**src/rtl/uart_mitm_pkg.sv**
```systemverilog
// Shared types and default constants for the UART man-in-the-middle transmit scheduler.
package uart_mitm_pkg;

  typedef enum logic [1:0] {
    MODE_FWD = 2'd0,
    MODE_OVR = 2'd1,
    MODE_MIX = 2'd2
  } mode_e;

  typedef enum logic [1:0] {
    ST_IDLE,
    ST_ISSUE,
    ST_WAIT_BUSY,
    ST_WAIT_DONE
  } state_e;

  typedef enum logic {
    SRC_FWD = 1'b0,
    SRC_PC  = 1'b1
  } src_e;

  localparam logic [7:0] DEF_CMD_OVERRIDE = 8'h65;
  localparam logic [7:0] DEF_CMD_FORWARD  = 8'h64;
  localparam logic [7:0] DEF_CMD_MIX      = 8'h6D;
  localparam int         DEF_BUSY_TIMEOUT = 3;

endpackage

```
**src/rtl/uart_hold_buf.sv**
```systemverilog
// One-byte holding register with full flag; reports captures it cannot take as drops.
module uart_hold_buf (
  input  logic       clk,
  input  logic       rst,
  input  logic       strobe,
  input  logic [7:0] data_in,
  input  logic       enable,
  input  logic       issuing,
  input  logic       flush,
  output logic [7:0] data,
  output logic       full,
  output logic       drop
);

  logic capture;

  // A slot being issued this cycle frees up in time to accept a new byte.
  always_comb begin
    capture = strobe && enable && (!full || issuing) && !flush;
    drop    = strobe && enable && full && !issuing;
  end

  always_ff @(posedge clk or negedge rst) begin
    if (!rst) begin
      data <= 8'h00;
      full <= 1'b0;
    end else if (capture) begin
      data <= data_in;
      full <= 1'b1;
    end else if (flush || issuing) begin
      full <= 1'b0;
    end
  end

endmodule

```
**src/rtl/uart_tx_sched.sv**
```systemverilog
// Schedules forward-path and PC bytes onto one shared UART transmitter under a
// PC-selected mode (forward, override, mix), counting bytes lost to full buffers.
module uart_tx_sched
  import uart_mitm_pkg::*;
#(
  parameter logic [7:0] CMD_OVERRIDE = DEF_CMD_OVERRIDE,
  parameter logic [7:0] CMD_FORWARD  = DEF_CMD_FORWARD,
  parameter logic [7:0] CMD_MIX      = DEF_CMD_MIX,
  parameter int         BUSY_TIMEOUT = DEF_BUSY_TIMEOUT
) (
  input  logic       clk,
  input  logic       rst,
  input  logic       fwd_valid,
  input  logic [7:0] fwd_data,
  input  logic       pc_valid,
  input  logic [7:0] pc_data,
  input  logic       tx_rdy,
  output logic       tx_en,
  output logic [7:0] tx_data,
  output logic [1:0] mode,
  output logic [7:0] drop_cnt,
  output logic       busy
);

  mode_e       mode_q;
  mode_e       cmd_mode;
  state_e      state;
  src_e        grant;
  src_e        last_grant;
  src_e        pick;
  logic [7:0]  wait_cnt;
  logic        pc_is_cmd;
  logic        mode_change;
  logic        fwd_en, pc_en;
  logic        fwd_full, pc_full;
  logic [7:0]  fwd_q, pc_q;
  logic        fwd_drop, pc_drop;
  logic        fwd_elig, pc_elig;
  logic        fwd_issuing, pc_issuing;
  logic [8:0]  drop_sum;

  always_comb begin
    pc_is_cmd = 1'b0;
    cmd_mode  = mode_q;
    if (pc_valid) begin
      if (pc_data == CMD_OVERRIDE) begin
        pc_is_cmd = 1'b1;
        cmd_mode  = MODE_OVR;
      end else if (pc_data == CMD_FORWARD) begin
        pc_is_cmd = 1'b1;
        cmd_mode  = MODE_FWD;
      end else if (pc_data == CMD_MIX) begin
        pc_is_cmd = 1'b1;
        cmd_mode  = MODE_MIX;
      end
    end
  end

  assign mode_change = pc_is_cmd && (cmd_mode != mode_q);
  assign fwd_en      = (mode_q != MODE_OVR);
  assign pc_en       = (mode_q != MODE_FWD);
  assign fwd_issuing = (state == ST_ISSUE) && (grant == SRC_FWD);
  assign pc_issuing  = (state == ST_ISSUE) && (grant == SRC_PC);

  uart_hold_buf u_fwd_buf (
    .clk     (clk),
    .rst     (rst),
    .strobe  (fwd_valid),
    .data_in (fwd_data),
    .enable  (fwd_en),
    .issuing (fwd_issuing),
    .flush   (mode_change && (cmd_mode == MODE_OVR)),
    .data    (fwd_q),
    .full    (fwd_full),
    .drop    (fwd_drop)
  );

  // Command bytes steer the mode only; they never reach the PC buffer.
  uart_hold_buf u_pc_buf (
    .clk     (clk),
    .rst     (rst),
    .strobe  (pc_valid && !pc_is_cmd),
    .data_in (pc_data),
    .enable  (pc_en),
    .issuing (pc_issuing),
    .flush   (mode_change && (cmd_mode == MODE_FWD)),
    .data    (pc_q),
    .full    (pc_full),
    .drop    (pc_drop)
  );

  assign fwd_elig = fwd_full && fwd_en;
  assign pc_elig  = pc_full && pc_en;

  always_comb begin
    pick = SRC_FWD;
    if (fwd_elig && pc_elig) begin
      pick = (last_grant == SRC_FWD) ? SRC_PC : SRC_FWD;
    end else if (pc_elig) begin
      pick = SRC_PC;
    end
  end

  always_ff @(posedge clk or negedge rst) begin
    if (!rst) begin
      mode_q <= MODE_FWD;
    end else if (pc_is_cmd) begin
      mode_q <= cmd_mode;
    end
  end

  assign drop_sum = {1'b0, drop_cnt} + {8'h00, fwd_drop} + {8'h00, pc_drop};

  always_ff @(posedge clk or negedge rst) begin
    if (!rst) begin
      drop_cnt <= 8'h00;
    end else if (drop_sum > 9'd255) begin
      drop_cnt <= 8'hFF;
    end else begin
      drop_cnt <= drop_sum[7:0];
    end
  end

  // tx_en/tx_data are registered on entry to ISSUE, so they line up with that state.
  always_ff @(posedge clk or negedge rst) begin
    if (!rst) begin
      state      <= ST_IDLE;
      grant      <= SRC_FWD;
      last_grant <= SRC_PC;
      wait_cnt   <= 8'h00;
      tx_en      <= 1'b0;
      tx_data    <= 8'h00;
    end else begin
      tx_en   <= 1'b0;
      tx_data <= 8'h00;
      case (state)
        ST_IDLE: begin
          if (tx_rdy && (fwd_elig || pc_elig)) begin
            state   <= ST_ISSUE;
            grant   <= pick;
            tx_en   <= 1'b1;
            tx_data <= (pick == SRC_FWD) ? fwd_q : pc_q;
          end
        end
        ST_ISSUE: begin
          last_grant <= grant;
          wait_cnt   <= 8'h00;
          state      <= ST_WAIT_BUSY;
        end
        ST_WAIT_BUSY: begin
          if (!tx_rdy) begin
            state <= ST_WAIT_DONE;
          end else if (wait_cnt == 8'(BUSY_TIMEOUT - 1)) begin
            state <= ST_IDLE;
          end else begin
            wait_cnt <= wait_cnt + 8'h01;
          end
        end
        ST_WAIT_DONE: begin
          if (tx_rdy) begin
            state <= ST_IDLE;
          end
        end
        default: state <= ST_IDLE;
      endcase
    end
  end

  assign mode = mode_q;
  assign busy = (state != ST_IDLE) || fwd_full || pc_full;

endmodule
```
**config.mk**
```make
export PLATFORM = sky130hd
export DESIGN_NAME = uart_tx_sched
export DESIGN_NICKNAME = d
export VERILOG_FILES = /design/src/rtl/uart_mitm_pkg.sv /design/src/rtl/uart_hold_buf.sv /design/src/rtl/uart_tx_sched.sv
export SDC_FILE = /design/constraint.sdc
export NUM_CORES = 1
export LEC_CHECK = 0
export ABC_AREA = 0
export BUFFER_PORTS_ARGS = -buffer_cell sky130_fd_sc_hd__buf_2
export CAP_MARGIN = 20
export CORE_MARGIN = 5
export CORE_UTILIZATION = 49
export DETAILED_ROUTE_END_ITERATION = 10
export PLACE_DENSITY = 0.74
export SLEW_MARGIN = 20
export SYNTH_ARGS = -nofsm -noshare
export SYNTH_HDL_FRONTEND = slang
export SYNTH_SLANG_ARGS = --single-unit
```
**constraint.sdc**
```tcl
create_clock -name clk -period 1.9 [get_ports clk]
set_input_delay 0.095 -clock clk [delete_from_list [all_inputs] [get_ports clk]]
set_output_delay 0.095 -clock clk [all_outputs]
set_load 0.005 [all_outputs]
```
# After elaboration in Yosys (flattened, before gate mapping)
# Index checks and enable logic that the tools add are counted.
# W data, S select, Z words.
# totals
wordCells	105
reg_bits	49
output_inout_bits	20
in_bits	21
# op_classes
mux	29
n_eq_ne	15
add_sub_neg	3
reduce_logical	44
bitwise	1
n_lt_le_gt_ge	1
# op_table
op	count
$mux W8	6
$eq A8 B7 Y1 const B	3
$logic_and A1 B1 Y1	20
$mux W2	8
$pmux W8 S2	1
$mux W1	13
$reduce_bool A2 Y1	5
$add A8 B1 Y9	1
$add A9 B1 Y9	1
$gt A9 B8 Y1 const B	1
$add A8 B1 Y8 const B	1
$eq A8 B2 Y1 const B	1
$ne A2 B2 Y1 const B	4
$pmux W2 S4	1
$logic_not A1 Y1	7
$logic_or A1 B1 Y1	7
$reduce_and A3 Y1	2
$eq A2 B1 Y1 const B	2
$eq A2 B2 Y1 const B	2
$logic_not A2 Y1	2
$ne A3 B3 Y1 const B	1
$ne A2 B1 Y1 const B	1
$ne A2 B2 Y1	1
$reduce_and A2 Y1	1
$not A1 Y1	1

# Logic depth before layout (Yosys ltp)
# Gate-level depths: netlist of run 1.
# logic_depth
depth_word	13
ltp_mapped	10
mapped_depth_nobuf	10

# By module
# Synthesis of run 1 repeated with hierarchy kept, for this count alone.
# hier_totals
cells_unflattened	193
area_unflattened_um2	2224.6
# by_module_without_submodules
module	cells_per_inst	area_per_inst_um2	seq_area_each_um2	instances
uart_tx_sched	149	1514.0	777.0	1
uart_hold_buf	22	355.3	225.2	2

# Least setup slack after synthesis of run 1
# OpenSTA, ideal clock, no wires.
# synth_timing
path_kind	reg-to-reg
startpoint	register mode_q[0], in the netlist mode[0]
endpoint	register drop_cnt[5]
stages_incl_launch_ff	9
path_buffers	0
period_less_slack_ns	1.978
setup_ns	0.134
required_ns	1.766
slack_ns	-0.078
arrival_ns	1.844
cell_sequence	dfrtp_1 o21ai_0 nor3_1 fa_1 ha_1 nand2_1 nor2_1 nand3_1 o21ai_0
# synth_via
elab_chain_cells	8
word_cells_on_any_way	12
cone_classes	add/sub: 2; order compare: 1; eq/ne: 1; mux: 1; reduce/logical: 7
# synth_rtl
element	line	rtl
from (decl)	uart_tx_sched.sv:25	mode_e mode_q;
from (signal assigned)	uart_tx_sched.sv:108	mode_q <= cmd_mode;
$ne A2 B1 Y1	uart_tx_sched.sv:60	assign fwd_en = (mode_q != MODE_OVR);
$logic_and A1 B1 Y1 (3 in a row)	uart_hold_buf.sv:20	drop = strobe && enable && full && !issuing;
$add A8 B1 Y9	uart_tx_sched.sv:112	assign drop_sum = {1'b0, drop_cnt} + {8'h00, fwd_drop} + {8'h00, pc_drop};
$add A9 B1 Y9 *	uart_tx_sched.sv:112	
$gt A9 B8 Y1	uart_tx_sched.sv:117	end else if (drop_sum > 9'd255) begin
$mux W8 *	uart_tx_sched.sv:117	
to (signal assigned)	uart_tx_sched.sv:120	drop_cnt <= drop_sum[7:0];
to (decl)	uart_tx_sched.sv:21	output logic [7:0] drop_cnt,
# Every way passes the cells marked *; elsewhere a longest branch is shown, timed or not.
# A chain may end at the register's enable or synchronous reset.

# Worst setup path after layout of run 1
# layout_timing
startpoint	register state[1]
endpoint	register drop_cnt[4]
# layout_via
elab_chain_cells	8
word_cells_on_any_way	11
cone_classes	add/sub: 2; order compare: 1; eq/ne: 1; mux: 1; reduce/logical: 6
# layout_rtl
element	line	rtl
from (decl)	uart_tx_sched.sv:27	state_e state;
from (signal assigned)	uart_tx_sched.sv:127	state <= ST_IDLE;
from (signal assigned)	uart_tx_sched.sv:139	state <= ST_ISSUE;
from (signal assigned)	uart_tx_sched.sv:148	state <= ST_WAIT_BUSY;
$eq A2 B1 Y1 *	uart_tx_sched.sv:62, uart_tx_sched.sv:63	
$logic_and A1 B1 Y1	uart_tx_sched.sv:62	assign fwd_issuing = (state == ST_ISSUE) && (grant == SRC_FWD);
$logic_not A1 Y1	uart_hold_buf.sv:20	
$logic_and A1 B1 Y1	uart_hold_buf.sv:20	
$add A8 B1 Y9	uart_tx_sched.sv:112	
$add A9 B1 Y9 *	uart_tx_sched.sv:112	
$gt A9 B8 Y1	uart_tx_sched.sv:117	
$mux W8 *	uart_tx_sched.sv:117	
# Marks and branches as above.

==> impl_metrics.csv, run 1 <==
group,metric,value,unit
status,status,"complete, no violations",
floorplanning,core_region_area,4410,µm²
place,place_area,2690,µm²
logic_synthesis,ys.flop_type,"dfrtp_1",
global_routing,grt_pass1_vias,1829,
logic_synthesis,synth_top_area_frac,0.530,
clock_network,htree_levels,2,
power_and_ir_drop,p_leak,1.38,nW
sta,fin_setup_tns,0,ns
routing,wl_per_cell,15.2,µm
setup_path,crit_fanout,3,
setup_path,arrival,2.09,ns
routing,viasPerCell,5.41,
final_layout,finalNonFillerCells,326,
worst_hold_path,holdPathStages,2,
routing,routed.top_layer,"met4",
setup_path,r2r_start,"state[1]",
floorplanning,die_h,78.0,µm
logic_synthesis,ys_ff_latch,49,
routing,dr_wl_met2,2370,µm
sta,timing.final.crit_period,1.90,ns
sta,worst_slack,0.00307,ns
place,dpl.hpwl,3530,µm
sta,fmax,527,MHz
routing,route.met3.wl,181,µm
logic_synthesis,seq_area_frac_synth,0.541,
logic_synthesis,synth_warnings,0,
floorplanning,die_w,78.0,µm
clock_network,clockBufferDepth,2,
final_layout,syn_to_final_growth,29.1,%
routing,firstDrtPassIters,4,
setup_path,rr_endpoint,"drop_cnt[4]",
setup_path,critPathBufInv,1,
final_layout,design_area,2930,µm²
logic_synthesis,synthMostInstantiatedCell,"dfrtp_1",
logic_synthesis,synth_top_area_cell,"dfrtp_1",
place,place_congestion,0.874,
routing,routed_wl,4970,µm
final_layout,multiInputGateArea,1090,µm²
final_layout,final_util,0.663,
clock_network,clkSinkCount,49,
place,dp_slack,-0.0759,ns
sta,clock-skew-final,0.00891,ns
power_and_ir_drop,powerDensity,1270,nW/µm²
setup_path,endpoint_kind,"flip-flop",
final_layout,insertedDiodeCount,0,
routing,drtIter0Drc,101,
setup_path,worst-setup-path-type,"reg2reg",
clock_network,cts_root_buf,"clkbuf_8",
final_layout,drive_gt1_frac,0.401,
logic_synthesis,ys_top_cells_by_area,"dfrtp_1 53%, mux2_2 8.4%, nor2_1 3.8%",
logic_synthesis,syn_inst,208,
final_layout,ff_latch_area,1230,µm²
power_and_ir_drop,ir_drop,0.999,mV
place,dp_cells,316,
floorplanning,dieArea,6090,µm²
logic_synthesis,synth_commonest_cells,"48 x dfrtp_1, 23 x nor2_1, 19 x nand2_1, 17 x mux2_2, 11 x o21ai_0",
logic_synthesis,synthArstFlopShare,1.00,
floorplanning,ios,41,
routing,wl_met1,2330,µm
logic_synthesis,synth_nets,233,
logic_synthesis,ys_types,41,
global_routing,grt_pass1_wl,8600,µm
sta,slew_viol_final,0,
flow_run,cap_violations,0,
setup_path,crit_required,2.09,ns
setup_path,worstSetupStartpoint,"state[1]",
worst_hold_path,hold_path_class,"in2reg",
setup_path,critPathLaunchType,"flip-flop",
global_routing,grt_usage,0.173,
worst_hold_path,hold_end,"u_fwd_buf.data[6]",
global_routing,grt_overflow,0,
clock_network,clock_latency,0.30,ns
floorplanning,fp-row-count,24,
routing,drc,0,
sta,worst_pin_slew,0.485,ns
routing,detail-route-antenna-nets,0,
worst_hold_path,hold_start,"fwd_data[6]",
routing,num_vias,1763,
sta,maxSlewHeadroom,0.672,
clock_network,clk_transition_reported_paths,0.09,ns
sta,hold_viol,0,
setup_path,crit_slowest_cell,"dfrtp_1",
final_layout,nFillCells,356,
setup_path,slowest_delay,0.41,ns
logic_synthesis,avgSynthCellArea,10.9,µm²
sta,period_share,0.998,
global_routing,antenna_found_initial,0,
setup_path,crit_chain,"nand3b_1, nand2_2, nor3_4, fa_2, ha_4, buf_6, nand3_2, xor2_1, nand2_1",
sta,rsz0062_at_grt,"true",
logic_synthesis,syn-cell-area,2270,µm²
clock_network,cts_buffers,5,
final_layout,finalNetCount,298,
logic_synthesis,synth-edff-count,0,
clock_network,cts_tree,"done",
place,port_buffers,40,
sta,finalSetupViolations,0,
setup_path,ff2ff_path_depth,9,
global_routing,grt_max_degree,23,
floorplanning,start_util,0.514,
setup_path,worst_path_dominant_cell_family,"adder cells",
setup_path,r2r_slack,0.003,ns
## state kept, by name, indices dropped and copies added (netlist names)
| signal | count |
|---|---|
| grant | 1 |
| u_fwd_buf.full | 1 |
| drop_cnt | 8 |
| wait_cnt | 8 |
| u_pc_buf.full | 1 |
| last_grant | 1 |
| state | 2 |
| tx_en | 1 |
| tx_data | 8 |
| mode | 2 |
| u_fwd_buf.data | 8 |
| u_pc_buf.data | 8 |
## cell families after synthesis
family                   synth area share
AND/OR/NAND/NOR                     0.175
flip-flops                          0.541
AO/OA/AOI/OAI                      0.0943
multiplexers                        0.120
buffers and inverters              0.0215
XOR/XNOR                           0.0232
adder cells (fa/ha/maj)            0.0254
## worst register-to-register path: cells and delay by family, from the launching register on
family	cells	cell delay [ns]
flops	1	0.41
xor+xnor	1	0.16
fa+ha+maj	2	0.58
buf+inv	1	0.12
simple gates	5	0.52
## routing by layer
metal  up-vias  GRT usage
li1        865          -
met1       853      0.236
met2        38      0.273
met3         7     0.0343
met4         0     0.0642
met5         -          0
## through the flow
stage          hold WS, ns  total power [mW]
2_1_floorplan       -0.201              2.33
3_3_place_gp       -0.0181              2.77
3_5_place_dp       -0.0172              2.82
4_1_cts             0.0126              3.63
5_1_grt            0.00695              3.98
6_report            0.0216              3.71
## repair_timing
action / 4_1_cts / 5_1_grt
gates resized for setup: 5 / 19
pin swaps: 1 / 9
endpoints found under the hold margin: 26 / 0
setup buffers: 0 / 1
hold buffers: 1 / 0
endpoints found under the setup margin: 8 / 8
## placed cells by master, fill, tap and decap left out, types with 4 or more instances in the layout
| cell | Yosys | routed |
|---|---|---|
| buf_2 | 3 | 40 |
| buf_4 | 0 | 20 |
| nor2_1 | 23 | 20 |
| mux2i_1 | 8 | 8 |
| nor3_1 | 7 | 5 |
| inv_1 | 6 | 6 |
| nand2_1 | 19 | 16 |
| dfrtp_1 | 48 | 47 |
| xnor2_1 | 4 | 4 |
| a21oi_1 | 7 | 7 |
| clkbuf_8 | 0 | 6 |
| mux2_2 | 17 | 17 |
| o21ai_0 | 11 | 9 |
| nand2b_1 | 6 | 5 |
| nor4_1 | 4 | 4 |
## worst max-delay path by stage
stage               slack (ns)     endpoint  cells after the start
floorplan                 0.02  drop_cnt[5]                      8
global placement        -0.006  drop_cnt[5]                     11
detailed placement       -0.08  drop_cnt[5]                      9
CTS                       0.03  drop_cnt[4]                      9
global route             -0.07  drop_cnt[4]                      9
finish                   0.003  drop_cnt[4]                      9
## report_power, final
group          switching [mW]  internal, mW  leakage (nW)  total, mW
Combinational           0.602         0.674         0.691       1.28
Clock                   0.349         0.428        0.0574      0.777
Sequential              0.282          1.37         0.627       1.65
Total                    1.23          2.47          1.38       3.71
## area by class of cell
class,count,area share
clock inverters,2,0.0128
flip-flops and latches,49,0.420
repair buffers,64,0.138
well taps,52,0.0222
inverters,6,0.00769
clock buffers,6,0.0282
multi-input cells,147,0.372
Note: power is estimated with default switching activity, not from simulation.
==> inputs of run 2 (changes only) <==
--- a/config.mk
+++ b/config.mk
@@ -5,13 +5,13 @@
 export SDC_FILE = /design/constraint.sdc
 export NUM_CORES = 1
 export LEC_CHECK = 0
-export ABC_AREA = 0
+export ABC_AREA = 1
 export BUFFER_PORTS_ARGS = -buffer_cell sky130_fd_sc_hd__buf_2
 export CAP_MARGIN = 20
 export CORE_MARGIN = 5
-export CORE_UTILIZATION = 49
+export CORE_UTILIZATION = 50
 export DETAILED_ROUTE_END_ITERATION = 10
-export PLACE_DENSITY = 0.74
+export PLACE_DENSITY = 0.75
 export SLEW_MARGIN = 20
 export SYNTH_ARGS = -nofsm -noshare
 export SYNTH_HDL_FRONTEND = slang
==> impl_metrics.csv, run 2 <==
group,metric,value,unit
logic_synthesis,ys_ff_latch,49,
sta,timing.final.crit_period,2.05,ns
logic_synthesis,syn_inst,285,
clock_network,clockBufferDepth,2,
sta,finalSetupViolations,8,
final_layout,ff_latch_area,1230,µm²
status,status,"complete, but fails checks",
place,port_buffers,40,
routing,num_vias,2066,
logic_synthesis,synth_xor_area_frac,0.00714,
setup_path,rr_endpoint,"drop_cnt[2]",
logic_synthesis,synthMostInstantiatedCell,"nand2_1",
setup_path,r2r_start,"state[1]",
clock_network,clk_transition_reported_paths,0.08,ns
flow_run,cap_violations,0,
final_layout,insertedDiodeCount,0,
clock_network,clock_latency,0.30,ns
sta,worst_pin_slew,0.381,ns
routing,routed_wl,5140,µm
place,place_congestion,0.921,
clock_network,cts_tree,"done",
final_layout,drive_gt1_frac,0.364,
setup_path,crit_slowest_cell,"dfrtp_1",
final_layout,finalNonFillerCells,427,
power_and_ir_drop,p_switching,1.41,mW
clock_network,cts_root_buf,"clkbuf_8",
logic_synthesis,synth_warnings,0,
setup_path,critPathLaunchType,"flip-flop",
sta,period_share,1.08,
power_and_ir_drop,total_power,3.69,mW
worst_hold_path,hold_path_class,"in2reg",
final_layout,nFillCells,428,
power_and_ir_drop,p_leak,1.63,nW
setup_path,crit_chain,"nor2_4, inv_2, nor2_2, inv_1, nand2_2, nor2_4, fa_2, ha_4, nand2_4, nor2_2, inv_2, nor2_4, nand4_1, buf_4, o21ai_1",
final_layout,syn_to_final_growth,26.4,%
global_routing,grt_pass1_vias,1952,
power_and_ir_drop,ir_drop,0.676,mV
floorplanning,fp-row-count,25,
logic_synthesis,synth-edff-count,0,
final_layout,multiInputGateArea,1110,µm²
clock_network,cts_buffers,5,
global_routing,antenna_found_initial,0,
floorplanning,start_util,0.516,
floorplanning,ios,41,
logic_synthesis,ys_types,31,
final_layout,finalNetCount,384,
setup_path,crit_fanout,4,
logic_synthesis,synth.area.mux_share,0,
routing,firstDrtPassIters,4,
setup_path,worst-setup-path-type,"reg2reg",
place,dpl.hpwl,3840,µm
logic_synthesis,ys.flop_type,"dfrtp_1",
place,dp_cells,410,
logic_synthesis,ys_top_cells_by_area,"dfrtp_1 49%, nand2_1 8.9%, inv_1 5.5%",
setup_path,setup.worst_path.end,"drop_cnt[2]",
clock_network,clkSinkCount,49,
logic_synthesis,seq_area_frac_synth,0.501,
power_and_ir_drop,switching_share,0.382,
sta,rsz0062_at_grt,"true",
setup_path,endpoint_kind,"flip-flop",
routing,wl_per_cell,12.0,µm
power_and_ir_drop,seqPwrFrac,0.453,
routing,drc,0,
floorplanning,dieArea,6410,µm²
logic_synthesis,synth_top_area_cell,"dfrtp_1",
setup_path,ff2ff_path_depth,15,
setup_path,cp.depth,15,
sta,slew_viol_final,0,
setup_path,crit_path_frequent_cell,"nor2_4",
power_and_ir_drop,pwr-share-comb,0.386,
logic_synthesis,yosys.area_share.simple,0.286,
setup_path,crit_required,2.09,ns
sta,worst_slack,-0.147,ns
place,dp_slack,-0.188,ns
global_routing,grt_pass1_wl,8820,µm
setup_path,arrival,2.24,ns
logic_synthesis,syn-cell-area,2450,µm²
sta,fmax,489,MHz
floorplanning,die_w,80.0,µm
sta,maxSlewHeadroom,0.746,
clock_network,htree_levels,2,
floorplanning,core_region_area,4750,µm²
routing,viasPerCell,4.84,
logic_synthesis,synth_top_family_by_area,"simple AND/OR/NAND/NOR gates",
logic_synthesis,synth_nets,310,
logic_synthesis,avgSynthCellArea,8.60,µm²
global_routing,grt_max_degree,23,
logic_synthesis,synth_top_area_frac,0.490,
floorplanning,die_h,80.0,µm
setup_path,worst_path_dominant_cell_family,"adder cells",
logic_synthesis,synthArstFlopShare,1.00,
power_and_ir_drop,powerDensity,1190,nW/µm²
setup_path,slowest_delay,0.42,ns
final_layout,final_cell_mix,"54 x nand2_1, 46 x dfrtp_1, 40 x buf_2",
logic_synthesis,synth_compound_area_frac,0.110,
power_and_ir_drop,p_clk_frac,0.161,
setup_path,critPathBufInv,4,
status,violations,"setup timing",
global_routing,grt_overflow,0,
sta,clock-skew-final,0.00504,ns
sta,holdWs,0.0198,ns
logic_synthesis,synth_fa_ha_area_frac,0.0235,
logic_synthesis,synth_commonest_cells,"58 x nand2_1, 48 x dfrtp_1, 36 x inv_1, 22 x nand3_1, 21 x nor2_1",
final_layout,final_common_cell,"nand2_1",
global_routing,grt_usage,0.177,
routing,drtIter0Drc,103,
sta,hold_viol,0,
power_and_ir_drop,intPower,2.28,mW
routing,detail-route-antenna-nets,0,
setup_path,worstSetupStartpoint,"state[1]",
setup_path,r2r_slack,-0.15,ns
[run 2: what timing repair did]
item / 4_1_cts / 5_1_grt
endpoints found under the hold margin: 48 / 0
resized for setup: 3 / 12
pin swaps: 1 / 6
gates cloned: 0 / 0
setup endpoints to repair: 8 / 8
setup buffers: 6 / 2
hold buffers: 1 / 0
[run 2: logic make-up (layout without fill, tap and decap cells)]
kind of cell             count (synthesis)  after routing
AO/OA/AOI/OAI                           47             47
XOR/XNOR                                 2              2
AND/OR/NAND/NOR                        137            137
buffers and inverters                   46            121
adder cells (fa/ha/maj)                  4              4
flip-flops                              49             49
[run 2: layer usage]
layer / track usage / vias up / part of all wire
met1: 0.239 / 945 / 0.48
met4: 0.0608 / 0 / 0.020
met2: 0.277 / 43 / 0.45
li1: - / 1068 / -
met3: 0.0429 / 10 / 0.049
met5: 0 / - / 0
[run 2: worst min path at each step]
stage / startpoint / end / cells past startpoint
finish: fwd_data[3] / u_fwd_buf.data[3] / 3
global route: fwd_data[2] / u_fwd_buf.data[2] / 3
CTS: fwd_data[0] / u_fwd_buf.data[0] / 3
detailed placement: rst / u_pc_buf.data[7] / 1
global placement: rst / tx_data[7] / 1
floorplan: rst / drop_cnt[0] / 0
[run 2: power groups by stage]
stage,Clock [mW],Sequential [mW],Combinational [mW]
2_1_floorplan,0,1.63,0.876
3_3_place_gp,0,1.66,1.29
3_5_place_dp,0,1.67,1.32
4_1_cts,0.599,1.66,1.37
5_1_grt,0.649,1.72,1.64
6_report,0.594,1.67,1.43
[run 2: final cells by class]
| type | instances | area share |
|---|---|---|
| clock buffers | 6 | 0.0234 |
| clock inverters | 2 | 0.00323 |
| inverters | 43 | 0.0521 |
| multi-input cells | 190 | 0.360 |
| flip-flops and latches | 49 | 0.397 |
| well taps | 67 | 0.0270 |
| repair buffers | 70 | 0.138 |
[run 2: tightest hold or removal path, delay by kind of cell]
| kind | cells | cell delay, ns |
|---|---|---|
| buffers and inverters | 1 | 0.07 |
| AND/OR/NAND/NOR | 2 | 0.12 |
[run 2: per-stage QoR]
| stage | area, µm² | utilization | setup TNS (ns) |
|---|---|---|---|
| CTS | 3050 | 0.641 | -0.631 |
| global route | 3100 | 0.652 | -1.96 |
| finish | 3100 | 0.652 | -1.10 |
| floorplan | 2480 | - | -0.322 |
| global placement | 2900 | 0.610 | -0.731 |
| detailed placement | 2900 | 0.610 | -1.31 |
